## config.mk

```make
export PLATFORM = sky130hd
export DESIGN_NAME = cordic_bus_regfile
export DESIGN_NICKNAME = d
export VERILOG_FILES = /design/src/rtl/cordic_bus_regfile.sv
export SDC_FILE = /design/constraint.sdc
export NUM_CORES = 1
export LEC_CHECK = 0
export CORE_ASPECT_RATIO = 1.4
export CORE_UTILIZATION = 39
export CTS_BUF_LIST = sky130_fd_sc_hd__clkbuf_4 sky130_fd_sc_hd__clkbuf_8
export CTS_CLUSTER_DIAMETER = 150
export DETAILED_ROUTE_END_ITERATION = 8
export PLACE_DENSITY_LB_ADDON = 0.08
export SLEW_MARGIN = 25
export SYNTH_ARGS = -nofsm -noshare
export SYNTH_HDL_FRONTEND = slang
export SYNTH_SLANG_ARGS = --single-unit
```

## constraint.sdc

```tcl
create_clock -name clk -period 21.1 [get_ports clk]
set_input_delay 4.22 -clock clk [delete_from_list [all_inputs] [get_ports clk]]
set_output_delay 4.22 -clock clk [all_outputs]
set_load 0.01 [all_outputs]
```

## src/rtl/cordic_bus_regfile.sv

```systemverilog
// Host-side register file for the CORDIC controller: operand/control registers,
// result snapshots captured on each controller interrupt edge, and a sticky maskable irq.
module cordic_bus_regfile #(
  parameter int p_WIDTH = 32
) (
  input  logic                      clk,
  input  logic                      rst,
  input  logic [2:0]                addr,
  input  logic                      wrEn,
  input  logic [p_WIDTH-1:0]        wrData,
  input  logic                      rdEn,
  output logic [p_WIDTH-1:0]        rdData,
  output logic                      rdValid,
  output logic                      irq,
  output logic signed [p_WIDTH-1:0] xInput,
  output logic signed [p_WIDTH-1:0] yInput,
  output logic signed [p_WIDTH-1:0] zInput,
  output logic [p_WIDTH-1:0]        controlRegisterInput,
  input  logic signed [p_WIDTH-1:0] xResult,
  input  logic signed [p_WIDTH-1:0] yResult,
  input  logic signed [p_WIDTH-1:0] zResult,
  input  logic [p_WIDTH-1:0]        controlRegisterOutput,
  input  logic [p_WIDTH-1:0]        controlRegisterMask,
  input  logic                      interrupt
);

  localparam logic [2:0] ADDR_X_IN  = 3'd0;
  localparam logic [2:0] ADDR_Y_IN  = 3'd1;
  localparam logic [2:0] ADDR_Z_IN  = 3'd2;
  localparam logic [2:0] ADDR_CTRL  = 3'd3;
  localparam logic [2:0] ADDR_X_RES = 3'd4;
  localparam logic [2:0] ADDR_Y_RES = 3'd5;
  localparam logic [2:0] ADDR_Z_RES = 3'd6;
  localparam logic [2:0] ADDR_IRQ   = 3'd7;

  logic [p_WIDTH-1:0] x_in_reg, y_in_reg, z_in_reg, ctrl_reg, ctrl_next;
  logic [p_WIDTH-1:0] x_res_reg, y_res_reg, z_res_reg;
  logic [p_WIDTH-1:0] rd_data_reg, rd_mux;
  logic               pending_reg, enable_reg, interrupt_q_reg, rd_valid_reg;
  logic               rise, wr_ctrl, wr_irq;

  assign rise    = interrupt & ~interrupt_q_reg;
  assign wr_ctrl = wrEn && (addr == ADDR_CTRL);
  assign wr_irq  = wrEn && (addr == ADDR_IRQ);

  // Controller-owned bits track the controller every cycle; host writes only reach the rest.
  generate
    for (genvar gi = 0; gi < p_WIDTH; gi++) begin : g_ctrl_bit
      assign ctrl_next[gi] = controlRegisterMask[gi] ? controlRegisterOutput[gi] :
                             (wr_ctrl ? wrData[gi] : ctrl_reg[gi]);
    end
  endgenerate

  always_comb begin
    rd_mux = '0;
    case (addr)
      ADDR_X_IN:  rd_mux = x_in_reg;
      ADDR_Y_IN:  rd_mux = y_in_reg;
      ADDR_Z_IN:  rd_mux = z_in_reg;
      ADDR_CTRL:  rd_mux = ctrl_reg;
      ADDR_X_RES: rd_mux = x_res_reg;
      ADDR_Y_RES: rd_mux = y_res_reg;
      ADDR_Z_RES: rd_mux = z_res_reg;
      ADDR_IRQ:   rd_mux = {{(p_WIDTH-2){1'b0}}, enable_reg, pending_reg};
      default:    rd_mux = '0;
    endcase
  end

  always_ff @(posedge clk or posedge rst) begin
    if (rst) begin
      x_in_reg        <= '0;
      y_in_reg        <= '0;
      z_in_reg        <= '0;
      ctrl_reg        <= '0;
      x_res_reg       <= '0;
      y_res_reg       <= '0;
      z_res_reg       <= '0;
      pending_reg     <= 1'b0;
      enable_reg      <= 1'b0;
      interrupt_q_reg <= 1'b0;
      rd_data_reg     <= '0;
      rd_valid_reg    <= 1'b0;
    end else begin
      interrupt_q_reg <= interrupt;
      ctrl_reg        <= ctrl_next;
      rd_valid_reg    <= rdEn;
      // The mux sees pre-write state, so a same-cycle write never leaks into the read.
      if (rdEn) rd_data_reg <= rd_mux;
      if (wrEn && addr == ADDR_X_IN) x_in_reg <= wrData;
      if (wrEn && addr == ADDR_Y_IN) y_in_reg <= wrData;
      if (wrEn && addr == ADDR_Z_IN) z_in_reg <= wrData;
      if (wr_irq) enable_reg <= wrData[1];
      if (rise) begin
        x_res_reg   <= xResult;
        y_res_reg   <= yResult;
        z_res_reg   <= zResult;
        pending_reg <= 1'b1;
      end else if (wr_irq && wrData[0]) begin
        pending_reg <= 1'b0;
      end
    end
  end

  assign rdData               = rd_data_reg;
  assign rdValid              = rd_valid_reg;
  assign irq                  = pending_reg & enable_reg;
  assign xInput               = x_in_reg;
  assign yInput               = y_in_reg;
  assign zInput               = z_in_reg;
  assign controlRegisterInput = ctrl_reg;

endmodule
```

==> Word level (Yosys, flattened, before mapping) <==
Index checks and enable logic that the tools add are counted.
{ "totals": {"ff_bits": 260, "output_inout_bits": 162} }
{ "op_classes": {"n_eq_ne": 7, "muxes": 67, "bitwise": 3, "reduce_logical": 40} }
{ "ops": {"columns": ["op", "count"], "rows": [
  ["one-hot mux 32 bit (8 select lines)", 1],
  ["two-way mux 1 bit", 66],
  ["nonzero test 2 bit", 33],
  ["== test 3 bit, second input constant", 4],
  ["== test 3 x 2 -> 1 bit, second input constant", 2],
  ["logical AND 1 bit", 6],
  ["== test 3 x 1 -> 1 bit, second input constant", 1],
  ["logical NOT 3 bit", 1],
  ["AND 1 bit", 2],
  ["NOT 1 bit", 1]
]} }

==> Depth between registers and ports, before layout <==
{ "logic_depth": {"word_depth": 5, "depth_mapped": 6} }

==> Worst setup path after synthesis <==
OpenSTA, ideal clock, no wires.
{ "synth_path": {"path_type": "input-to-reg", "start": "input addr[2]", "end": "register x_in_reg[19], in the netlist xInput[19]", "arrival_time_ns": 5.299, "required_ns": 20.975, "setup_slack_ns": 15.676, "path_stages": 4, "path_buffers": 1, "path_cell_list": "or3_1 -> nor2_2 -> buf_4 -> mux2_2"} }
{ "synth_between": {"elab_chain_len": 2} }
{ "synth_rtl": {"columns": ["element", "line", "text"], "rows": [
  ["from (decl)", "8", "input logic [2:0] addr,"],
  ["logical NOT 3 bit", "89", "if (wrEn && addr == ADDR_X_IN) x_in_reg <= wrData;"],
  ["logical AND 1 bit", "89", null],
  ["to (signal assigned)", "89", null],
  ["to (decl)", "36", "logic [p_WIDTH-1:0] x_in_reg, y_in_reg, z_in_reg, ctrl_reg, ctrl_next;"]
]} }
Every way passes these cells.
A chain may end at the register's enable or synchronous reset.

==> Final worst setup path <==
{ "layout_path": {"start": "input addr[1]", "end": "register z_in_reg[17], in the netlist zInput[17]"} }
{ "layout_between": {"elab_chain_len": 2} }
{ "layout_rtl": {"columns": ["element", "line", "text"], "rows": [
  ["== test 3 x 2 -> 1 bit", "91", "if (wrEn && addr == ADDR_Z_IN) z_in_reg <= wrData;"],
  ["logical AND 1 bit", "91", null],
  ["to (signal assigned)", "91", null],
  ["to (decl)", "36", null]
]} }
Every way passes these cells.

==> results.txt <==
- The run finished with clean final reports.
- The placed instances occupy a cell area of 15550 µm².
- Setup violations remaining at the end of the flow were counted as 0.
- Once layout is done, the placed cells without fillers occupy 16450 µm².
* Floorplan die width: 148.7 µm
- Across the run, the number of max-cap violations was 0.
- Die Y: 207.4 µm
- During I/O placement, the number of pins put on the boundary was 362.
- Slew margin rel.: 0.3606
- Counting every net in the synthesized netlist gives 1142.
- Measured on the finished design, the core utilization comes to 0.5589.
* Drt total wl: 39.18 mm
- Number of buffers inserted by hold repair at cts: 0
- For this design the total switching power over the nets is 0.0004132 W.
- Power density of the placed cells: 89.08 nW/µm²
- The number of global-route vias before repair was 9857.
* PortBufs: 361
* RSZ-0062 raised after global routing: false
- The total overflow left after global routing is 0.
* Clock tree sinks: 260
* Total Power: 0.001466 W
- STA classifies the critical path endpoint as a flop.
- Worst Setup Start Kind: primary input
* Number of H-tree levels: 2
* Die area: 30830 µm²
* Post-layout minimum cycle time: 6.491 ns
* Initial core utilization: 0.3990
* DRT Pass-1 Iters: 4
* Warnings from Yosys: 0
- After floorplanning, the core was sized to cover 29440 µm².
- Entering global routing, the biggest net connects 109 pins.
- The multi-input combinational cells in the finished layout cover a total of 4765 µm².
- Row count: 74
* Commonest cells after routing, fill and taps aside: 357 x sky130_fd_sc_hd__clkdlybuf4s50_1, 260 x sky130_fd_sc_hd__dfrtp_1, 180 x sky130_fd_sc_hd__mux2_2
- Clock tree synthesis inserted a total of 43 buffers.
- After the first detailed-routing iteration, the DRC count stood at 363.
- In this run the critical register-to-register path is launched from interrupt_q_reg.
- Hold Path Depth: 2
- The library cell used most frequently in the layout, excluding fill and tap cells, is sky130_fd_sc_hd__clkdlybuf4s50_1.
- In the final timing run, aggregate negative setup slack is 0 ns.
- Traced cell by cell, the critical path runs through buf_4 -> nand2b_1 -> nor3_4 -> buf_4 -> mux2_2.
- The share of total power dissipated in the clock network is 0.313.
- Peak supply drop: 0.04771 mV
- The area growth from synthesis to layout is 40.07%.
- Detailed-route DRC error count: 0
* Fillcell total: 2651
- Total Nets Final: 1498
- The most numerous cell type found on the critical path is sky130_fd_sc_hd__buf_4.
- Hold path endpoint: rdData[15]
- Critical path fanouts, max: 42
- In the finished design, the share of the clock period the worst path needs comes to 0.3076.
- Static leakage: 7.013 nW
* Clock tree from TritonCTS: done
- Across the routed clock network, the largest skew measured is 0.02008 ns.
* Endpoint arrival time on the critical path: 6.91 ns
- Clock tree synthesis selected as its root buffer the cell sky130_fd_sc_hd__clkbuf_8.
- Of the cells placed in the final design, the portion with a size suffix greater than 1 is 0.2140.
- Dividing the detail-routed wire length by the instance count gives 22.93 µm.
* Weighted congestion at the end of routability-driven global placement: 0.7848
* Cell Area, Synth: 11750 µm²
* Initial antenna violation count: 3
- Antenna Violating Nets Remaining: 0
* Critical path start-end classification: primary input to flop
* Average cell area after synthesis: 12.47 µm²
- Register area: 6506 µm²
- Clock-pin slew was measured on the worst setup and hold paths at 0.06 ns.
* Number of instances in the synthesized netlist: 942
- Switching power share of the total: 0.2819
- Dividing the detail-routed via count by the number of cells gives 5.274.
- Quantity of gates resized following cts: 0
* Detailed placer's ending HPWL: 27.27 mm
- The number of cells on the worst reg-to-reg path is 3.
* Register share of total power: 0.438
* Proportion of synthesized flip-flops having asynchronous set or reset: 1.000
- Top flip-flop cell by instance count after synthesis: sky130_fd_sc_hd__dfrtp_1
- Hold crit path type: flop to flop
* R2R setup slack: 18.79 ns
- Number of buffers on the longest clock path: 3
* Internal cell power: 0.001053 W
* Clock network latency to the later pin of the worst-skew pair: 0.55 ns
* Unique cell type count in the Yosys netlist: 39
- Logic gate share of total power: 0.249
- Global routing usage summed across all routing layers: 0.2586
- First-pass GRT wire length: 59.33 mm
- The worst hold path begins at rdData[15].
* Total vias in the final route: 9013
* Largest stage delay on the critical path: 0.86 ns
- Number of enable flip-flop cells after synthesis: 0
- Buffers added to address setup during post-CTS repair amount to 0.
- #FFs+latches synth: 260
- For this run, the register share of the synthesized area comes to 0.5538.
- At the pin with the least slew margin, the transition time is 0.9561 ns.
- Derived from the worst setup path, the maximum achievable clock frequency is 154.1 MHz.
- STA puts the critical path data required time at 21.52 ns.
* Standard cell with the maximum stage delay on the critical path: sky130_fd_sc_hd__nor3_4
- Terminus of the critical flop-to-flop path: z_res_reg[11]
- Final hold vios: 0
- The max-slew violation total from the final report came to 0.
==> worst max-delay path, delay by kind of cell <==
kind / cells / cell delay (ns)
simple gates: 2 / 1.31
mux: 1 / 0.39
buf+inv: 2 / 0.97
==> routing by layer <==
| metal | vias up | share of wire | global-route usage |
|---|---|---|---|
| met3 | 66 | 0.062 | 0.05187 |
| met5 | - | 0.00028 | 0 |
| met2 | 294 | 0.53 | 0.4646 |
| met1 | 4499 | 0.37 | 0.2901 |
| met4 | 2 | 0.040 | 0.1177 |
| li1 | 4152 | - | - |
==> Yosys cell counts (all sizes together) (3+ instances only) <==
cell     number  area (µm²)
o2bb2ai      10       87.58
a22o         16       140.1
clkbuf       21       78.83
nor3          3       37.53
mux2        185        2083
nor2b        19       118.9
o221ai        9       78.83
a221o         7       70.07
a2bb2oi       7       61.31
o22ai        27       168.9
a21o          4       30.03
inv          25       93.84
nand2b        4       25.02
nand2        72       275.3
a221oi       26       227.7
dfrtp       260        6506
o21ai        80       400.4
a21oi        10       50.05
nor2         32       125.1
a211oi        7       52.55
mux2i        65       650.6
buf          43       315.3
==> worst max-delay path by stage <==
stage                  from                      end  slack, ns  depth (start not counted)
CTS                 addr[1]               zInput[10]      14.53                          5
global route        addr[1]               zInput[10]      14.47                          5
finish              addr[1]               zInput[17]      14.61                          5
global placement    addr[1]               zInput[13]      13.96                          5
floorplan               rst  controlRegisterInput[0]       9.72                          1
detailed placement  addr[1]               zInput[10]      13.94                          5
==> cell type report <==
class / count / area share
timing repair buffer: 375 / 0.2256
clock buffer: 71 / 0.05292
inverter: 26 / 0.006387
clock inverter: 3 / 0.0009125
multi-input combinational: 592 / 0.2896
tap: 380 / 0.02890
sequential: 260 / 0.3954
antenna: 2 / 0.0003042
==> per-stage QoR <==
step	hold slack, ns	cells	setup slack [ns]
floorplan	0.4750	942	9.725
global placement	0.4667	1633	13.96
detailed placement	0.4770	1633	13.94
CTS	0.4937	1707	14.53
global route	0.5192	1709	14.47
finish	0.4926	1709	14.61
==> kinds of logic after synthesis <==
family	Yosys count	synth area share
muxes	250	0.2327
buffers and inverters	90	0.04186
AOI/OAI and AO/OA	204	0.1171
DFF	260	0.5538
and+or+nand+nor	138	0.05453
==> power groups by stage <==
stage                     combinational (W)  sequential [W]  clock (W)
after floorplan                    0.000138        0.000662          0
after global placement             0.000366        0.000648          0
after detailed placement           0.000369        0.000650          0
after CTS                          0.000370        0.000642   0.000470
after global routing               0.000390        0.000653   0.000495
final                              0.000365        0.000642   0.000459
Power figures use the tool's default switching activity.
